**src/rtl/ntt_addr_pkg.sv**
```systemverilog
// Shared types and stage-geometry helpers for the radix-4 NTT address sequencer.
// Holds the FSM state encoding and per-stage loop limits derived from log2(N).
// Exports: state_t, num_stages(), p_max(), k_last(), j_last().
package ntt_addr_pkg;

    typedef enum logic [1:0] {
        ST_IDLE = 2'd0,
        ST_RUN  = 2'd1,
        ST_GAP  = 2'd2,
        ST_DONE = 2'd3
    } state_t;

    function automatic int num_stages(input int aw);
        return aw / 2;
    endfunction

    function automatic int p_max(input int aw);
        return (aw / 2) - 1;
    endfunction

    // Highest group index in stage p: N/4^(p+1) - 1.
    function automatic int unsigned k_last(input int aw, input int p);
        return (32'd1 << (aw - 2 - 2 * p)) - 32'd1;
    endfunction

    // Highest offset index in stage p: 4^p - 1.
    function automatic int unsigned j_last(input int p);
        return (32'd1 << (2 * p)) - 32'd1;
    endfunction

endpackage

```
**src/rtl/ntt_addr_seq_if.sv**
```systemverilog
// Tuple stream from the address sequencer to the bank mapper / memory read port.
// Carries four butterfly addresses, twiddle exponent, stage index and last flag.
// Ports: master drives data + addr_valid, slave drives addr_ready.
interface ntt_addr_seq_if #(
    parameter int ADDR_W = 10,
    parameter int P_W    = 3
) ();
    logic              addr_valid;
    logic              addr_ready;
    logic [ADDR_W-1:0] addr0;
    logic [ADDR_W-1:0] addr1;
    logic [ADDR_W-1:0] addr2;
    logic [ADDR_W-1:0] addr3;
    logic [ADDR_W-1:0] tw_exp;
    logic [P_W-1:0]    stage;
    logic              last;

    modport master (
        output addr_valid, addr0, addr1, addr2, addr3, tw_exp, stage, last,
        input  addr_ready
    );

    modport slave (
        input  addr_valid, addr0, addr1, addr2, addr3, tw_exp, stage, last,
        output addr_ready
    );
endinterface

```
**src/rtl/ntt_addr_map.sv**
```systemverilog
// Combinational radix-4 butterfly address map: (k, j, p) -> addr0..3, tw_exp.
// Zero latency; the caller registers the results.
// Ports: i_k group, i_j offset, i_p stage in; o_addr0..3, o_tw_exp out.
module ntt_addr_map #(
    parameter int ADDR_W = 10,
    parameter int P_W    = 3
) (
    input  logic [ADDR_W-1:0] i_k,
    input  logic [ADDR_W-1:0] i_j,
    input  logic [P_W-1:0]    i_p,
    output logic [ADDR_W-1:0] o_addr0,
    output logic [ADDR_W-1:0] o_addr1,
    output logic [ADDR_W-1:0] o_addr2,
    output logic [ADDR_W-1:0] o_addr3,
    output logic [ADDR_W-1:0] o_tw_exp
);
    logic [7:0]        w_s;      // s = 2p, widened so s+2 cannot wrap
    logic [7:0]        w_tw_sh;
    logic [ADDR_W-1:0] w_base;
    logic [ADDR_W-1:0] w_bit_lo;
    logic [ADDR_W-1:0] w_bit_hi;

    assign w_s      = 8'({i_p, 1'b0});
    assign w_base   = (i_k << (w_s + 8'd2)) | i_j;
    assign w_bit_lo = ADDR_W'(1) << w_s;
    assign w_bit_hi = w_bit_lo << 1;
    assign w_tw_sh  = 8'(ADDR_W - 2) - w_s;

    assign o_addr0  = w_base;
    assign o_addr1  = w_base | w_bit_lo;
    assign o_addr2  = w_base | w_bit_hi;
    assign o_addr3  = w_base | w_bit_lo | w_bit_hi;
    assign o_tw_exp = i_j << w_tw_sh;
endmodule

```
**src/rtl/ntt_addr_seq.sv**
```systemverilog
// Self-sequencing radix-4 NTT address generator walking every (p, j, k) tuple of an N=2^ADDR_W transform.
// Latency: first tuple valid one cycle after an accepted start; next tuple the cycle after each transfer.
// Backpressure: tuple held stable while addr_ready is low; abort cancels immediately without done.
// Ports: clk/rst, start/inv/abort control in, addr_if tuple stream (master), busy/done status out.
module ntt_addr_seq
    import ntt_addr_pkg::*;
#(
    parameter int ADDR_W    = 10,
    parameter int STAGE_GAP = 0,
    parameter int P_W       = 3
) (
    input  logic clk,
    input  logic rst,
    input  logic start,
    input  logic inv,
    input  logic abort,
    ntt_addr_seq_if.master addr_if,
    output logic busy,
    output logic done
);
    localparam logic [P_W-1:0] P_TOP    = P_W'(p_max(ADDR_W));
    localparam logic [3:0]     GAP_INIT = (STAGE_GAP > 0) ? 4'(STAGE_GAP - 1) : 4'd0;

    state_t            r_state;
    logic [ADDR_W-1:0] r_k, r_j;
    logic [P_W-1:0]    r_p;
    logic              r_inv;
    logic [3:0]        r_gap;
    logic              r_valid, r_busy, r_done, r_last;
    logic [ADDR_W-1:0] r_addr0, r_addr1, r_addr2, r_addr3, r_tw;

    logic              w_inv_eff;
    logic [P_W-1:0]    w_p_last;
    logic [ADDR_W-1:0] w_k_lim, w_j_lim;
    logic              w_stage_end, w_final, w_xfer, w_start_ok, w_load, w_clr_last;
    logic [ADDR_W-1:0] w_k_nxt, w_j_nxt;
    logic [P_W-1:0]    w_p_nxt;
    logic              w_last_nxt;
    logic [ADDR_W-1:0] w_a0, w_a1, w_a2, w_a3, w_tw;

    // Direction is taken live from inv only while deciding the first tuple.
    assign w_inv_eff   = (r_state == ST_IDLE) ? inv : r_inv;
    assign w_p_last    = w_inv_eff ? P_TOP : '0;
    assign w_k_lim     = ADDR_W'(k_last(ADDR_W, int'(r_p)));
    assign w_j_lim     = ADDR_W'(j_last(int'(r_p)));
    assign w_stage_end = (r_k == w_k_lim) && (r_j == w_j_lim);
    assign w_final     = w_stage_end && (r_p == w_p_last);
    assign w_xfer      = r_valid && addr_if.addr_ready;
    assign w_start_ok  = (r_state == ST_IDLE) && start && !abort;
    assign w_load      = w_start_ok || (w_xfer && !abort && !w_final);
    assign w_clr_last  = (((r_state == ST_RUN) || (r_state == ST_GAP)) && abort) ||
                         (w_xfer && w_final);

    // Next tuple: k fastest, then j, then step p in the transform direction.
    always_comb begin
        w_k_nxt = r_k;
        w_j_nxt = r_j;
        w_p_nxt = r_p;
        if (r_state == ST_IDLE) begin
            w_k_nxt = '0;
            w_j_nxt = '0;
            w_p_nxt = inv ? '0 : P_TOP;
        end else if (r_k != w_k_lim) begin
            w_k_nxt = r_k + 1'b1;
        end else if (r_j != w_j_lim) begin
            w_k_nxt = '0;
            w_j_nxt = r_j + 1'b1;
        end else begin
            w_k_nxt = '0;
            w_j_nxt = '0;
            w_p_nxt = r_inv ? (r_p + 1'b1) : (r_p - 1'b1);
        end
    end

    assign w_last_nxt = (w_p_nxt == w_p_last) &&
                        (w_k_nxt == ADDR_W'(k_last(ADDR_W, int'(w_p_nxt)))) &&
                        (w_j_nxt == ADDR_W'(j_last(int'(w_p_nxt))));

    ntt_addr_map #(
        .ADDR_W (ADDR_W),
        .P_W    (P_W)
    ) u_map (
        .i_k      (w_k_nxt),
        .i_j      (w_j_nxt),
        .i_p      (w_p_nxt),
        .o_addr0  (w_a0),
        .o_addr1  (w_a1),
        .o_addr2  (w_a2),
        .o_addr3  (w_a3),
        .o_tw_exp (w_tw)
    );

    always_ff @(posedge clk or posedge rst) begin
        if (rst) begin
            r_state <= ST_IDLE;
            r_inv   <= 1'b0;
            r_gap   <= '0;
            r_valid <= 1'b0;
            r_busy  <= 1'b0;
            r_done  <= 1'b0;
        end else begin
            r_done <= 1'b0;
            case (r_state)
                ST_IDLE: begin
                    if (w_start_ok) begin
                        r_state <= ST_RUN;
                        r_inv   <= inv;
                        r_valid <= 1'b1;
                        r_busy  <= 1'b1;
                    end
                end
                ST_RUN: begin
                    if (abort) begin
                        r_state <= ST_IDLE;
                        r_valid <= 1'b0;
                        r_busy  <= 1'b0;
                    end else if (w_xfer) begin
                        if (w_final) begin
                            r_state <= ST_DONE;
                            r_valid <= 1'b0;
                            r_busy  <= 1'b0;
                            r_done  <= 1'b1;
                        end else if (w_stage_end && (STAGE_GAP > 0)) begin
                            r_state <= ST_GAP;
                            r_valid <= 1'b0;
                            r_gap   <= GAP_INIT;
                        end
                    end
                end
                ST_GAP: begin
                    if (abort) begin
                        r_state <= ST_IDLE;
                        r_busy  <= 1'b0;
                    end else if (r_gap == 4'd0) begin
                        r_state <= ST_RUN;
                        r_valid <= 1'b1;
                    end else begin
                        r_gap <= r_gap - 4'd1;
                    end
                end
                default: begin
                    r_state <= ST_IDLE;
                end
            endcase
        end
    end

    // Counters and output tuple load together, so outputs always reflect (r_k, r_j, r_p).
    always_ff @(posedge clk or posedge rst) begin
        if (rst) begin
            r_k     <= '0;
            r_j     <= '0;
            r_p     <= '0;
            r_last  <= 1'b0;
            r_addr0 <= '0;
            r_addr1 <= '0;
            r_addr2 <= '0;
            r_addr3 <= '0;
            r_tw    <= '0;
        end else if (w_load) begin
            r_k     <= w_k_nxt;
            r_j     <= w_j_nxt;
            r_p     <= w_p_nxt;
            r_last  <= w_last_nxt;
            r_addr0 <= w_a0;
            r_addr1 <= w_a1;
            r_addr2 <= w_a2;
            r_addr3 <= w_a3;
            r_tw    <= w_tw;
        end else if (w_clr_last) begin
            r_last <= 1'b0;
        end
    end

    assign addr_if.addr_valid = r_valid;
    assign addr_if.addr0      = r_addr0;
    assign addr_if.addr1      = r_addr1;
    assign addr_if.addr2      = r_addr2;
    assign addr_if.addr3      = r_addr3;
    assign addr_if.tw_exp     = r_tw;
    assign addr_if.stage      = r_p;
    assign addr_if.last       = r_last;
    assign busy               = r_busy;
    assign done               = r_done;
endmodule
```
**src/flat_wrapper.sv**
```systemverilog
// flat-port wrapper written by rule: the top's interface ports become plain ports
module ntt_addr_seq_flat import ntt_addr_pkg::*;
#(
    parameter int ADDR_W    = 10,
    parameter int STAGE_GAP = 0,
    parameter int P_W       = 3
)
  (clk, rst, start, inv, abort, busy, done, addr_if_addr_valid, addr_if_addr0, addr_if_addr1, addr_if_addr2, addr_if_addr3, addr_if_tw_exp, addr_if_stage, addr_if_last, addr_if_addr_ready);
  ntt_addr_seq_if #(.ADDR_W(ADDR_W), .P_W(P_W)) addr_if_i ();
  input  logic clk;
  input  logic rst;
  input  logic start;
  input  logic inv;
  input  logic abort;
  output logic busy;
  output logic done;
  output wire logic [$bits(addr_if_i.addr_valid)-1:0] addr_if_addr_valid;
  output wire logic [$bits(addr_if_i.addr0)-1:0] addr_if_addr0;
  output wire logic [$bits(addr_if_i.addr1)-1:0] addr_if_addr1;
  output wire logic [$bits(addr_if_i.addr2)-1:0] addr_if_addr2;
  output wire logic [$bits(addr_if_i.addr3)-1:0] addr_if_addr3;
  output wire logic [$bits(addr_if_i.tw_exp)-1:0] addr_if_tw_exp;
  output wire logic [$bits(addr_if_i.stage)-1:0] addr_if_stage;
  output wire logic [$bits(addr_if_i.last)-1:0] addr_if_last;
  input wire logic [$bits(addr_if_i.addr_ready)-1:0] addr_if_addr_ready;
  assign addr_if_addr_valid = addr_if_i.addr_valid;
  assign addr_if_addr0 = addr_if_i.addr0;
  assign addr_if_addr1 = addr_if_i.addr1;
  assign addr_if_addr2 = addr_if_i.addr2;
  assign addr_if_addr3 = addr_if_i.addr3;
  assign addr_if_tw_exp = addr_if_i.tw_exp;
  assign addr_if_stage = addr_if_i.stage;
  assign addr_if_last = addr_if_i.last;
  assign addr_if_i.addr_ready = addr_if_addr_ready;
  ntt_addr_seq #(.ADDR_W(ADDR_W), .STAGE_GAP(STAGE_GAP), .P_W(P_W)) u_core (.clk(clk), .rst(rst), .start(start), .inv(inv), .abort(abort), .addr_if(addr_if_i), .busy(busy), .done(done));
endmodule
```
**config.mk**
```make
export PLATFORM = sky130hd
export DESIGN_NAME = ntt_addr_seq_flat
export DESIGN_NICKNAME = d
export VERILOG_FILES = /design/src/rtl/ntt_addr_pkg.sv /design/src/rtl/ntt_addr_seq_if.sv /design/src/rtl/ntt_addr_map.sv /design/src/rtl/ntt_addr_seq.sv /design/src/flat_wrapper.sv
export SDC_FILE = /design/constraint.sdc
export NUM_CORES = 1
export LEC_CHECK = 0
export ABC_AREA = 1
export BUFFER_PORTS_ARGS = -buffer_cell sky130_fd_sc_hd__buf_2
export CAP_MARGIN = 20
export CORE_UTILIZATION = 25
export CTS_BUF_LIST = sky130_fd_sc_hd__clkbuf_8
export CTS_CLUSTER_DIAMETER = 120
export DETAILED_ROUTE_END_ITERATION = 8
export PLACE_DENSITY = 0.48
export SLEW_MARGIN = 30
export SYNTH_ARGS = -nofsm -noshare
export SYNTH_HDL_FRONTEND = slang
export SYNTH_HIERARCHICAL = 1
export SYNTH_SLANG_ARGS = --single-unit
```
**constraint.sdc**
```tcl
create_clock -name clk -period 5.38 [get_ports clk]
set_input_delay 0.807 -clock clk [delete_from_list [all_inputs] [get_ports clk]]
set_output_delay 0.807 -clock clk [all_outputs]
set_load 0.005 [all_outputs]
```
==> results of run 1 <==
[final cells by class]
| type | count | share of cell area (%) |
|---|---|---|
| well taps | 335 | 5.53 |
| flip-flops and latches | 84 | 27.7 |
| clock buffers | 9 | 1.64 |
| clock inverters | 7 | 1.01 |
| inverters | 125 | 6.41 |
| multi-input cells | 765 | 51.7 |
| repair buffers | 81 | 5.98 |
[cell usage in the layout (no fill, tap or decap), drive strengths merged]
master / n
nand2: 411
inv: 127
nand3: 105
dfrtp: 84
buf: 81
nor2: 76
o21ai: 57
ha: 30
nand4: 23
a21oi: 17
xor2: 13
clkbuf: 9
nor3: 9
or2: 5
clkinv: 5
xnor2: 4
o211ai: 4
nor4: 3
a31oi: 3
a32o: 2
and2: 1
nand3b: 1
fa: 1
[metal layers]
| metal | vias up | wire [um] | GRT usage, % |
|---|---|---|---|
| met5 | - | 0 | 0 |
| met1 | 2934 | 9890 | 20.9 |
| met4 | 0 | 335 | 3.86 |
| met2 | 146 | 8960 | 24.5 |
| met3 | 19 | 854 | 2.24 |
| li1 | 3304 | - | - |
[path summary, 6_finish.rpt]
| kind | end | slack, ps | depth (start not counted) |
|---|---|---|---|
| min in group asynchronous | u_core/r_k[8] | 520 | 2 |
| min reg2reg | u_core/r_gap[0] | 480 | 1 |
| max in group asynchronous | u_core/addr_if.tw_exp[3] | 3770 | 3 |
| min | u_core/r_gap[0] | 480 | 1 |
| max reg2reg | u_core/addr_if.addr3[0] | 510 | 29 |
| max | u_core/addr_if.addr3[0] | 510 | 29 |
[state kept, by name, indices dropped and copies added (netlist names)]
signal,flops
u_core/r_gap,4
u_core/r_state,2
u_core/addr_if.addr1,10
u_core/addr_if.stage,3
u_core/busy,1
u_core/r_inv,1
u_core/addr_if.addr3,10
u_core/addr_if.addr0,10
u_core/done,1
u_core/r_k,10
u_core/addr_if.last,1
u_core/r_j,10
u_core/addr_if.tw_exp,10
u_core/addr_if.addr_valid,1
u_core/addr_if.addr2,10
[per-stage QoR]
stage	utilization, %	hold WS, ps	cell area, um2	instances	total power (uW)
finish	28.9	480	7580	1406	2680
global route	28.9	504	7580	1406	2920
CTS	28.6	480	7490	1403	2690
detailed placement	27.8	457	7290	1387	2190
global placement	27.8	460	7290	1387	2200
floorplan	-	442	6720	1022	1850
[logic make-up after synthesis]
family / count (synthesis) / synth area share [%]
flip-flops: 84 / 31.3
adder cells (fa/ha/maj): 31 / 5.88
XOR/XNOR: 17 / 2.22
AO/OA/AOI/OAI: 83 / 6.81
buffers and inverters: 173 / 11.5
AND/OR/NAND/NOR: 634 / 42.3
[power breakdown]
group / switching, uW / internal [uW] / total, uW
logic: 908 / 474 / 1380
clock network: 290 / 184 / 474
registers: 81.8 / 742 / 824
[repair_timing]
action | 4_1_cts | 5_1_grt
buffers inserted | 0 | 3
setup endpoints to repair | 0 | 22
gates resized for setup | 0 | 13
==> impl_metrics.env, run 1 <==
export IMPL_outcome="finished with violations"
export IMPL_violations="DRC"
export IMPL_yosysSeqAreaShare_pct=31.3
export IMPL_syn_to_final_growth_pct=12.7
export IMPL_drt_initial_drc_count=444
export IMPL_multi_input_area_mm2=0.00392
export IMPL_rows=59
export IMPL_clkSinkCount=84
export IMPL_synthArstFlopShare_pct=100
export IMPL_cp_max_fo=27
export IMPL_die_area_mm2=0.0275
export IMPL_hold_start="u_core/r_gap[0]"
export IMPL_cp_required_ps=5710
export IMPL_drv_slew=0
export IMPL_syn_inst=1022
export IMPL_synth_edf_count=0
export IMPL_fin_skew_ps=22.7
export IMPL_fin_ws_ps=514
export IMPL_cp_end_kind="flip-flop"
export IMPL_io_pins=63
export IMPL_post_route_min_period_ps=4870
export IMPL_ys_flop_type="dfrtp_1"
export IMPL_netlist_top_cells_count="394 x nand2_1, 115 x inv_1, 91 x nand3_1"
export IMPL_arrival_ps=5200
export IMPL_power_leakage_uw=0.00411
export IMPL_syn_nets=1059
export IMPL_cpPeakStageDelay_ps=400
export IMPL_peakVddDrop_v=0.000152
export IMPL_io_buffers=62
export IMPL_r2r_start="u_core/addr_if.stage[0]"
export IMPL_synthesis_area_mm2=0.00672
export IMPL_crit_path_start="u_core/addr_if.stage[0]"
export IMPL_cts_max_level=3
export IMPL_drive_gt1_share_pct=15.4
export IMPL_hold_viol=0
export IMPL_die_y_um=166
export IMPL_synth_top_area_cell="dfrtp_1"
export IMPL_cts_tree="built"
export IMPL_drt_antenna_violating_nets=0
export IMPL_grt_usage_pct=15.1
export IMPL_start_util_pct=25.6
export IMPL_tns_ps=0
export IMPL_first_pass_iters=7
export IMPL_crit_type="flip-flop to flip-flop"
export IMPL_critical_path_buf_inv_count=8
export IMPL_antenna_found_initial=0
export IMPL_hpwl_um=15400
export IMPL_fin_nets=1103
export IMPL_synth_warnings=6
export IMPL_wl_per_cell_um=14.3
export IMPL_yosysTopAreaCellShare_pct=31.3
export IMPL_worstMarginPinSlew_ps=773
export IMPL_drt_wl_total_um=20000
export IMPL_hold_class="flip-flop to flip-flop"
export IMPL_n_antenna_cell=0
export IMPL_n_fill_cell=2907
export IMPL_core_area_mm2=0.0262
export IMPL_vias=6403
export IMPL_cts_root_buffer="clkbuf_8"
export IMPL_worstSkewPairLatency_ps=390
export IMPL_synth_seq_cells=84
export IMPL_rsz0062_at_grt="no"
export IMPL_viasPerCell=4.55
export IMPL_seq_area_mm2=0.00210
export IMPL_syn_avg_cell_area_um2=6.58
export IMPL_start_kind="flip-flop"
export IMPL_cts_buffer_depth=2
export IMPL_grt_pass1_wl_um=33100
export IMPL_synth_distinct_cells=41
export IMPL_max_clock_freq_ghz=0.205
export IMPL_drc=5
export IMPL_powerDensity_mw_per_mm2=354
export IMPL_crit_slowest_cell="dfrtp_1"
export IMPL_numCtsBuffers=9
export IMPL_cts_hold_buf=0
export IMPL_grt_pass1_vias=6277
export IMPL_maxCapViolations=0
export IMPL_cpMostUsedCell="nand2_1"
export IMPL_synth_area_leaders="dfrtp_1 31%, nand2_1 22%, nand3_1 6.8%"
export IMPL_grt_overflow_total=0
export IMPL_fin_crit_sh_pct=90.5
export IMPL_fp_dieW_um=166
export IMPL_routabilityCongestion=0.856
export IMPL_dpl_worst_slack_ps=93.4
export IMPL_clk_pin_slew_ps=110
export IMPL_crit_family="simple AND/OR/NAND/NOR gates"
export IMPL_grt_max_degree=66
export IMPL_setup_viol=0
export IMPL_relSlewSlack_pct=48.5
export IMPL_synth_most_common_cell="nand2_1"
Power figures use the tool's default switching activity.
==> inputs of run 2 (changes only) <==
--- a/config.mk
+++ b/config.mk
@@ -6,13 +6,13 @@
 export NUM_CORES = 1
 export LEC_CHECK = 0
 export ABC_AREA = 1
-export BUFFER_PORTS_ARGS = -buffer_cell sky130_fd_sc_hd__buf_2
 export CAP_MARGIN = 20
 export CORE_UTILIZATION = 25
 export CTS_BUF_LIST = sky130_fd_sc_hd__clkbuf_8
 export CTS_CLUSTER_DIAMETER = 120
 export DETAILED_ROUTE_END_ITERATION = 8
-export PLACE_DENSITY = 0.48
+export DONT_BUFFER_PORTS = 1
+export PLACE_DENSITY = 0.45
 export SLEW_MARGIN = 30
 export SYNTH_ARGS = -nofsm -noshare
 export SYNTH_HDL_FRONTEND = slang
==> run 2 against run 1 <==
  * Count of clock-buffer cells in the layout stayed put
  * Die area stayed put
  * Maximum frequency is 0.65% lower
  * The flow still finishes with violations (DRC)
  * Power is 2.1% higher
  * Worst hold slack worse by 260 ps
  * Sequential power is 2.9% higher
  * Critical path type unchanged
  * Flip-flop and latch count stayed put
  * Routed wire length is 3.3% higher
  * Design area is 2.6% lower
  * Global-route usage is 0.49 points higher
  * Critical path depth is 1 higher
  * Critical endpoint is now u_core/addr_if.addr1[8]
  * Non-clock buffer count is 55 lower
==> impl_metrics.env, run 2 (synthesized netlist as in run 1, its figures left out) <==
export IMPL_clkPwrFrac_pct=21.6
export IMPL_max_clock_freq_ghz=0.204
export IMPL_worstSkewPairLatency_ps=390
export IMPL_power_switching_uw=1260
export IMPL_outcome="finished with violations"
export IMPL_syn_to_final_growth_pct=9.77
export IMPL_wl_per_cell_um=15.3
export IMPL_cts_tree="built"
export IMPL_viasPerCell=4.62
export IMPL_dp_cells=1328
export IMPL_fin_crit_sh_pct=91.1
export IMPL_cts_hold_buf=0
export IMPL_peakVddDrop_v=0.000180
export IMPL_cts_buffer_depth=2
export IMPL_grt_usage_pct=15.6
export IMPL_maxCapViolations=0
export IMPL_tns_ps=0
export IMPL_reg2reg_setup_slack_ps=480
export IMPL_cts_max_level=3
export IMPL_core_area_mm2=0.0262
export IMPL_drc=3
export IMPL_start_util_pct=25.6
export IMPL_io_pins=63
export IMPL_place_area_mm2=0.00700
export IMPL_internal_power_uw=1480
export IMPL_arrival_ps=5210
export IMPL_powerDensity_mw_per_mm2=371
export IMPL_die_area_mm2=0.0275
export IMPL_power_frac_comb_pct=47.4
export IMPL_routabilityCongestion=0.861
export IMPL_cpPeakStageDelay_ps=400
export IMPL_worstMarginPinSlew_ps=814
export IMPL_seq_power_share_pct=31.0
export IMPL_rsz0062_at_grt="no"
export IMPL_start_kind="flip-flop"
export IMPL_die_y_um=166
export IMPL_hpwl_um=15900
export IMPL_setup_viol=0
export IMPL_clk_pin_slew_ps=100
export IMPL_fp_dieW_um=166
export IMPL_cp_required_ps=5700
export IMPL_drive_gt1_share_pct=10.9
export IMPL_rr_worst_depth=30
export IMPL_numCtsBuffers=9
export IMPL_fin_ws_ps=482
export IMPL_relSlewSlack_pct=45.3
export IMPL_drt_antenna_violating_nets=0
export IMPL_clkSinkCount=84
export IMPL_fin_skew_ps=16.0
export IMPL_final_common_cell="nand2_1"
export IMPL_cts_root_buffer="clkbuf_8"
export IMPL_drt_initial_drc_count=541
export IMPL_crit_family="simple AND/OR/NAND/NOR gates"
export IMPL_finalNonFillerCells=1351
export IMPL_antenna_found_initial=0
export IMPL_hold_class="input pin to async pin"
export IMPL_rows=59
export IMPL_grt_overflow_total=0
export IMPL_power_leakage_uw=0.00385
export IMPL_n_antenna_cell=0
export IMPL_final_cell_mix="394 x nand2_1, 113 x inv_1, 91 x nand3_1, 84 x dfrtp_1, 66 x nor2_1"
export IMPL_swShare_pct=46.1
export IMPL_fin_nets=1048
export IMPL_cp_max_fo=27
export IMPL_drv_slew=0
export IMPL_reg2reg_to="u_core/addr_if.addr1[8]"
export IMPL_grt_pass1_vias=6101
export IMPL_cp_end_kind="flip-flop"
export IMPL_first_pass_iters=7
export IMPL_grt_max_degree=69
export IMPL_grt_pass1_wl_um=34000
export IMPL_crit_slowest_cell="dfrtp_1"
export IMPL_critical_path_buf_inv_count=9
export IMPL_dpl_worst_slack_ps=139
export IMPL_p_total_uw=2740
export IMPL_crit_type="flip-flop to flip-flop"
export IMPL_vias=6246
export IMPL_postLayoutCellArea_mm2=0.00738
export IMPL_n_fill_cell=2934
export IMPL_violations="DRC"
export IMPL_post_route_min_period_ps=4900
export IMPL_cpMostUsedCell="nand2_1"
export IMPL_r2r_start="u_core/addr_if.stage[0]"
export IMPL_drt_wl_total_um=20700
export IMPL_io_buffers=0
export IMPL_hold_viol=0
run 2: changes by cell type in the layout (fill, tap and decap cells not counted), sizes merged:
cell / delta
bufinv: +3
clkinvlp: +1
inv: +1
buf: -55
clkinv: -5
run 2: worst max path at each step:
stage	start	endpoint	slack, ps	cells after the start
6_report	u_core/addr_if.stage[0]	u_core/addr_if.addr1[8]	480	30
5_1_grt	u_core/addr_if.stage[0]	u_core/addr_if.last	10	37
4_1_cts	u_core/addr_if.stage[0]	u_core/addr_if.last	110	38
3_5_place_dp	u_core/addr_if.stage[0]	u_core/addr_if.last	140	38
3_3_place_gp	u_core/addr_if.stage[0]	u_core/addr_if.last	340	38
2_1_floorplan	u_core/addr_if.stage[1]	u_core/addr_if.last	350	37
run 2: power groups by stage:
stage                     logic [uW]  registers, uW  clock network (uW)
after floorplan                 1020            828                   0
after global placement          1290            865                   0
after detailed placement        1270            863                   0
after CTS                       1280            852                 614
after global routing            1490            865                 634
final                           1300            848                 591
run 2: stage by stage:
stage | utilization (%) | hold slack (ps)
floorplan | - | 442
finish | 28.1 | 222
CTS | 27.7 | 200
detailed placement | 26.7 | 463
global route | 28.1 | 215
global placement | 26.7 | 462
run 2: area by class of cell:
| class | instances | area (um2) | share of cell area, % |
|---|---|---|---|
| clock buffers | 9 | 124 | 1.68 |
| clock inverters | 7 | 129 | 1.75 |
| inverters | 125 | 484 | 6.56 |
| multi-input cells | 765 | 3920 | 53.1 |
| flip-flops and latches | 84 | 2100 | 28.5 |
| well taps | 335 | 419 | 5.68 |
| repair buffers | 26 | 199 | 2.70 |
run 2: routing by layer:
metal | routed length (um) | GRT usage [%] | part of all wire, % | up-vias
met2 | 9300 | 25.3 | 45 | 128
met5 | 0 | 0 | 0 | -
li1 | - | - | - | 3186
met4 | 338 | 4.02 | 1.6 | 0
met3 | 853 | 2.55 | 4.1 | 19
met1 | 10200 | 21.4 | 49 | 2913
run 2: what timing repair did:
item | in CTS | in global routing
hold endpoints to repair | 0 | 0
buffers inserted | 0 | 7
setup endpoints to repair | 0 | 23
resized for setup | 0 | 13
==> inputs of run 3 (changes only) <==
--- a/config.mk
+++ b/config.mk
@@ -5,14 +5,15 @@
 export SDC_FILE = /design/constraint.sdc
 export NUM_CORES = 1
 export LEC_CHECK = 0
-export ABC_AREA = 1
 export CAP_MARGIN = 20
-export CORE_UTILIZATION = 25
+export CELL_PAD_IN_SITES_DETAIL_PLACEMENT = 0
+export CELL_PAD_IN_SITES_GLOBAL_PLACEMENT = 1
+export CORE_UTILIZATION = 47
 export CTS_BUF_LIST = sky130_fd_sc_hd__clkbuf_8
 export CTS_CLUSTER_DIAMETER = 120
 export DETAILED_ROUTE_END_ITERATION = 8
 export DONT_BUFFER_PORTS = 1
-export PLACE_DENSITY = 0.45
+export PLACE_DENSITY = 0.84
 export SLEW_MARGIN = 30
 export SYNTH_ARGS = -nofsm -noshare
 export SYNTH_HDL_FRONTEND = slang
==> run 3 against run 2 <==
  * The flow now finishes without violations
  * Routed wire length fell by 4.9%
  * Count of clock-buffer cells in the layout rose by 2
  * Die area fell by 45%
  * Synthesized area rose by 2.1%
  * Sequential power rose by 0.6%
  * Worst hold slack improved by 270 ps
  * Flip-flop and latch count did not move
  * Critical path depth fell by 5
  * Final cell count fell by 31%
  * Register-to-register slack got worse by 270 ps
  * Largest cell class unchanged
  * Largest power group unchanged
==> impl_metrics.env, run 3 <==
export IMPL_relSlewSlack_pct=49.1
export IMPL_vias=5830
export IMPL_cts_max_level=3
export IMPL_hold_viol=0
export IMPL_final_common_cell="dfrtp_1"
export IMPL_clkPwrFrac_pct=15.1
export IMPL_cts_buffer_depth=2
export IMPL_synth_seq_cells=84
export IMPL_syn_nets=771
export IMPL_finalNonFillerCells=929
export IMPL_powerDensity_mw_per_mm2=386
export IMPL_drt_initial_drc_count=433
export IMPL_clk_pin_slew_ps=100
export IMPL_synth_area_leaders="dfrtp_1 31%, mux2_2 11%, ha_1 5.5%"
export IMPL_start_kind="flip-flop"
export IMPL_dp_cells=897
export IMPL_synth_edf_count=0
export IMPL_drive_gt1_share_pct=29.2
export IMPL_routed_top_layer="met4"
export IMPL_grt_max_degree=85
export IMPL_synthesis_area_mm2=0.00686
export IMPL_cp_end_kind="flip-flop"
export IMPL_fin_nets=781
export IMPL_crit_type="flip-flop to flip-flop"
export IMPL_cts_root_buffer="clkbuf_8"
export IMPL_drv_slew=0
export IMPL_grt_usage_pct=26.5
export IMPL_n_antenna_cell=0
export IMPL_drc=0
export IMPL_io_pins=63
export IMPL_max_clock_freq_ghz=0.194
export IMPL_viasPerCell=6.28
export IMPL_swShare_pct=43.9
export IMPL_drt_wl_total_um=19700
export IMPL_wl_per_cell_um=21.2
export IMPL_final_cell_mix="83 x dfrtp_1, 70 x mux2_2, 57 x buf_4, 55 x nand2_1, 42 x nor2_1"
export IMPL_utilization_pct=54.4
export IMPL_fin_skew_ps=20.8
export IMPL_core_area_mm2=0.0140
export IMPL_start_util_pct=48.8
export IMPL_worstMarginPinSlew_ps=763
export IMPL_synth_distinct_cells=92
export IMPL_first_pass_iters=5
export IMPL_netlist_top_cells_count="84 x dfrtp_1, 70 x mux2_2, 57 x nand2_1"
export IMPL_worstSkewPairLatency_ps=380
export IMPL_peakVddDrop_v=0.000231
export IMPL_syn_avg_cell_area_um2=9.34
export IMPL_n_fill_cell=1254
export IMPL_cp_max_fo=11
export IMPL_synth_top_area_cell="dfrtp_1"
export IMPL_multi_input_area_mm2=0.00454
export IMPL_seq_area_mm2=0.00210
export IMPL_fp_dieW_um=123
export IMPL_cts_tree="built"
export IMPL_post_route_min_period_ps=5170
export IMPL_yosysTopAreaCellShare_pct=30.6
export IMPL_seq_power_share_pct=28.9
export IMPL_setup_viol=0
export IMPL_wl_met3_um=1250
export IMPL_power_leakage_uw=0.00329
export IMPL_wl_met1_um=8440
export IMPL_grt_overflow_total=0
export IMPL_power_switching_uw=1290
export IMPL_grt_pass1_wl_um=30500
export IMPL_routabilityCongestion=0.930
export IMPL_rows=43
export IMPL_die_y_um=123
export IMPL_maxCapViolations=0
export IMPL_numCtsBuffers=9
export IMPL_die_area_mm2=0.0151
export IMPL_synth_warnings=6
export IMPL_hold_class="flip-flop to flip-flop"
export IMPL_yosysSeqAreaShare_pct=30.6
export IMPL_met2WireLength_um=9620
export IMPL_cp_required_ps=5690
export IMPL_arrival_ps=5480
export IMPL_drt_antenna_violating_nets=0
export IMPL_fin_crit_sh_pct=96.0
export IMPL_io_buffers=0
export IMPL_power_frac_comb_pct=55.9
export IMPL_p_total_uw=2950
export IMPL_hpwl_um=14700
export IMPL_synthArstFlopShare_pct=100
export IMPL_internal_power_uw=1650
export IMPL_antenna_found_initial=0
export IMPL_place_area_mm2=0.00713
export IMPL_postLayoutCellArea_mm2=0.00763
export IMPL_clkSinkCount=84
export IMPL_synth_most_common_cell="dfrtp_1"
export IMPL_grt_pass1_vias=5633
export IMPL_outcome="finished clean"
export IMPL_rsz0062_at_grt="yes"
export IMPL_syn_inst=734
export IMPL_syn_to_final_growth_pct=11.3
export IMPL_ys_flop_type="dfrtp_1"
run 3: cell types whose count changed after synthesis, moves of 17 or more:
cell,previous run,this run
nand3_1,91,27
o21ai_0,48,31
mux2_2,0,70
nand2_1,394,57
and3_1,0,17
inv_1,115,24
nor2_1,67,42
run 3: routing by layer:
layer / GRT usage, % / vias to the layer above
met2: 43.1 / 202
met1: 35.2 / 2904
li1: - / 2695
met3: 5.53 / 29
met5: 0 / -
met4: 7.62 / 0
run 3: cell families (layout without fill, tap and decap cells):
| logic type | Yosys count | in the layout | share of synthesized area, % |
|---|---|---|---|
| adder cells (fa/ha/maj) | 31 | 31 | 5.76 |
| flip-flops | 84 | 84 | 30.6 |
| buffers and inverters | 88 | 103 | 6.88 |
| AO/OA/AOI/OAI | 168 | 168 | 19.2 |
| AND/OR/NAND/NOR | 242 | 242 | 18.5 |
| XOR/XNOR | 33 | 33 | 4.72 |
| multiplexers | 88 | 88 | 14.3 |
run 3: power groups by stage:
stage / Clock (uW) / Sequential [uW] / Combinational [uW]
detailed placement: 0 / 865 / 1500
CTS: 459 / 854 / 1550
global placement: 0 / 860 / 1470
floorplan: 0 / 822 / 1170
global route: 478 / 867 / 1780
finish: 446 / 853 / 1650
run 3: cell type report:
class,instances,area share (%)
sequential,84,27.6
clock buffer,11,1.98
inverter,28,1.39
multi-input combinational,562,59.5
clock inverter,5,0.574
tap,180,2.95
timing repair buffer,59,6.02
run 3: repair_timing:
action,CTS,global route
hold buffers,0,0
hold endpoints to repair,0,0
pin swaps,20,23
buffers inserted,10,6
endpoints found under the setup margin,1,15
gates resized for setup,13,26
run 3: critical path, stage by stage, from the launching register on:
cell	delay, ps
dfrtp_2	380
inv_2	50
ha_4	160
ha_4	260
buf_4	190
nand3_2	110
ha_4	190
buf_4	150
xnor2_2	120
o211ai_1	150
o21ba_4	280
o2111ai_4	150
nor2_4	140
o211ai_1	190
buf_4	200
ha_4	290
nand2_2	70
or4_4	490
ha_4	180
or3b_2	460
a311o_1	290
o311ai_1	110
a221oi_2	70
xor2_1	140
nand4_1	110
o21ai_1	160
run 3: path summary, 6_finish.rpt:
kind	start	slack, ps	depth (start not counted)	to
max in group asynchronous	rst	4310	2	u_core/addr_if.stage[0]
min in group asynchronous	rst	510	2	u_core/addr_if.addr2[8]
max reg2reg	u_core/addr_if.stage[0]	210	25	u_core/addr_if.last
max	u_core/addr_if.stage[0]	210	25	u_core/addr_if.last
min	u_core/r_gap[3]	490	1	u_core/r_gap[3]
min reg2reg	u_core/r_gap[3]	490	1	u_core/r_gap[3]
run 3: through the flow:
stage                     setup TNS (ps)  setup slack [ps]  hold slack [ps]
after global placement                 0               149              478
after detailed placement           -62.0             -62.0              482
after CTS                              0              13.9              498
after global routing               -62.8             -62.8              519
final                                  0               214              492
after floorplan                     -231              -231              463
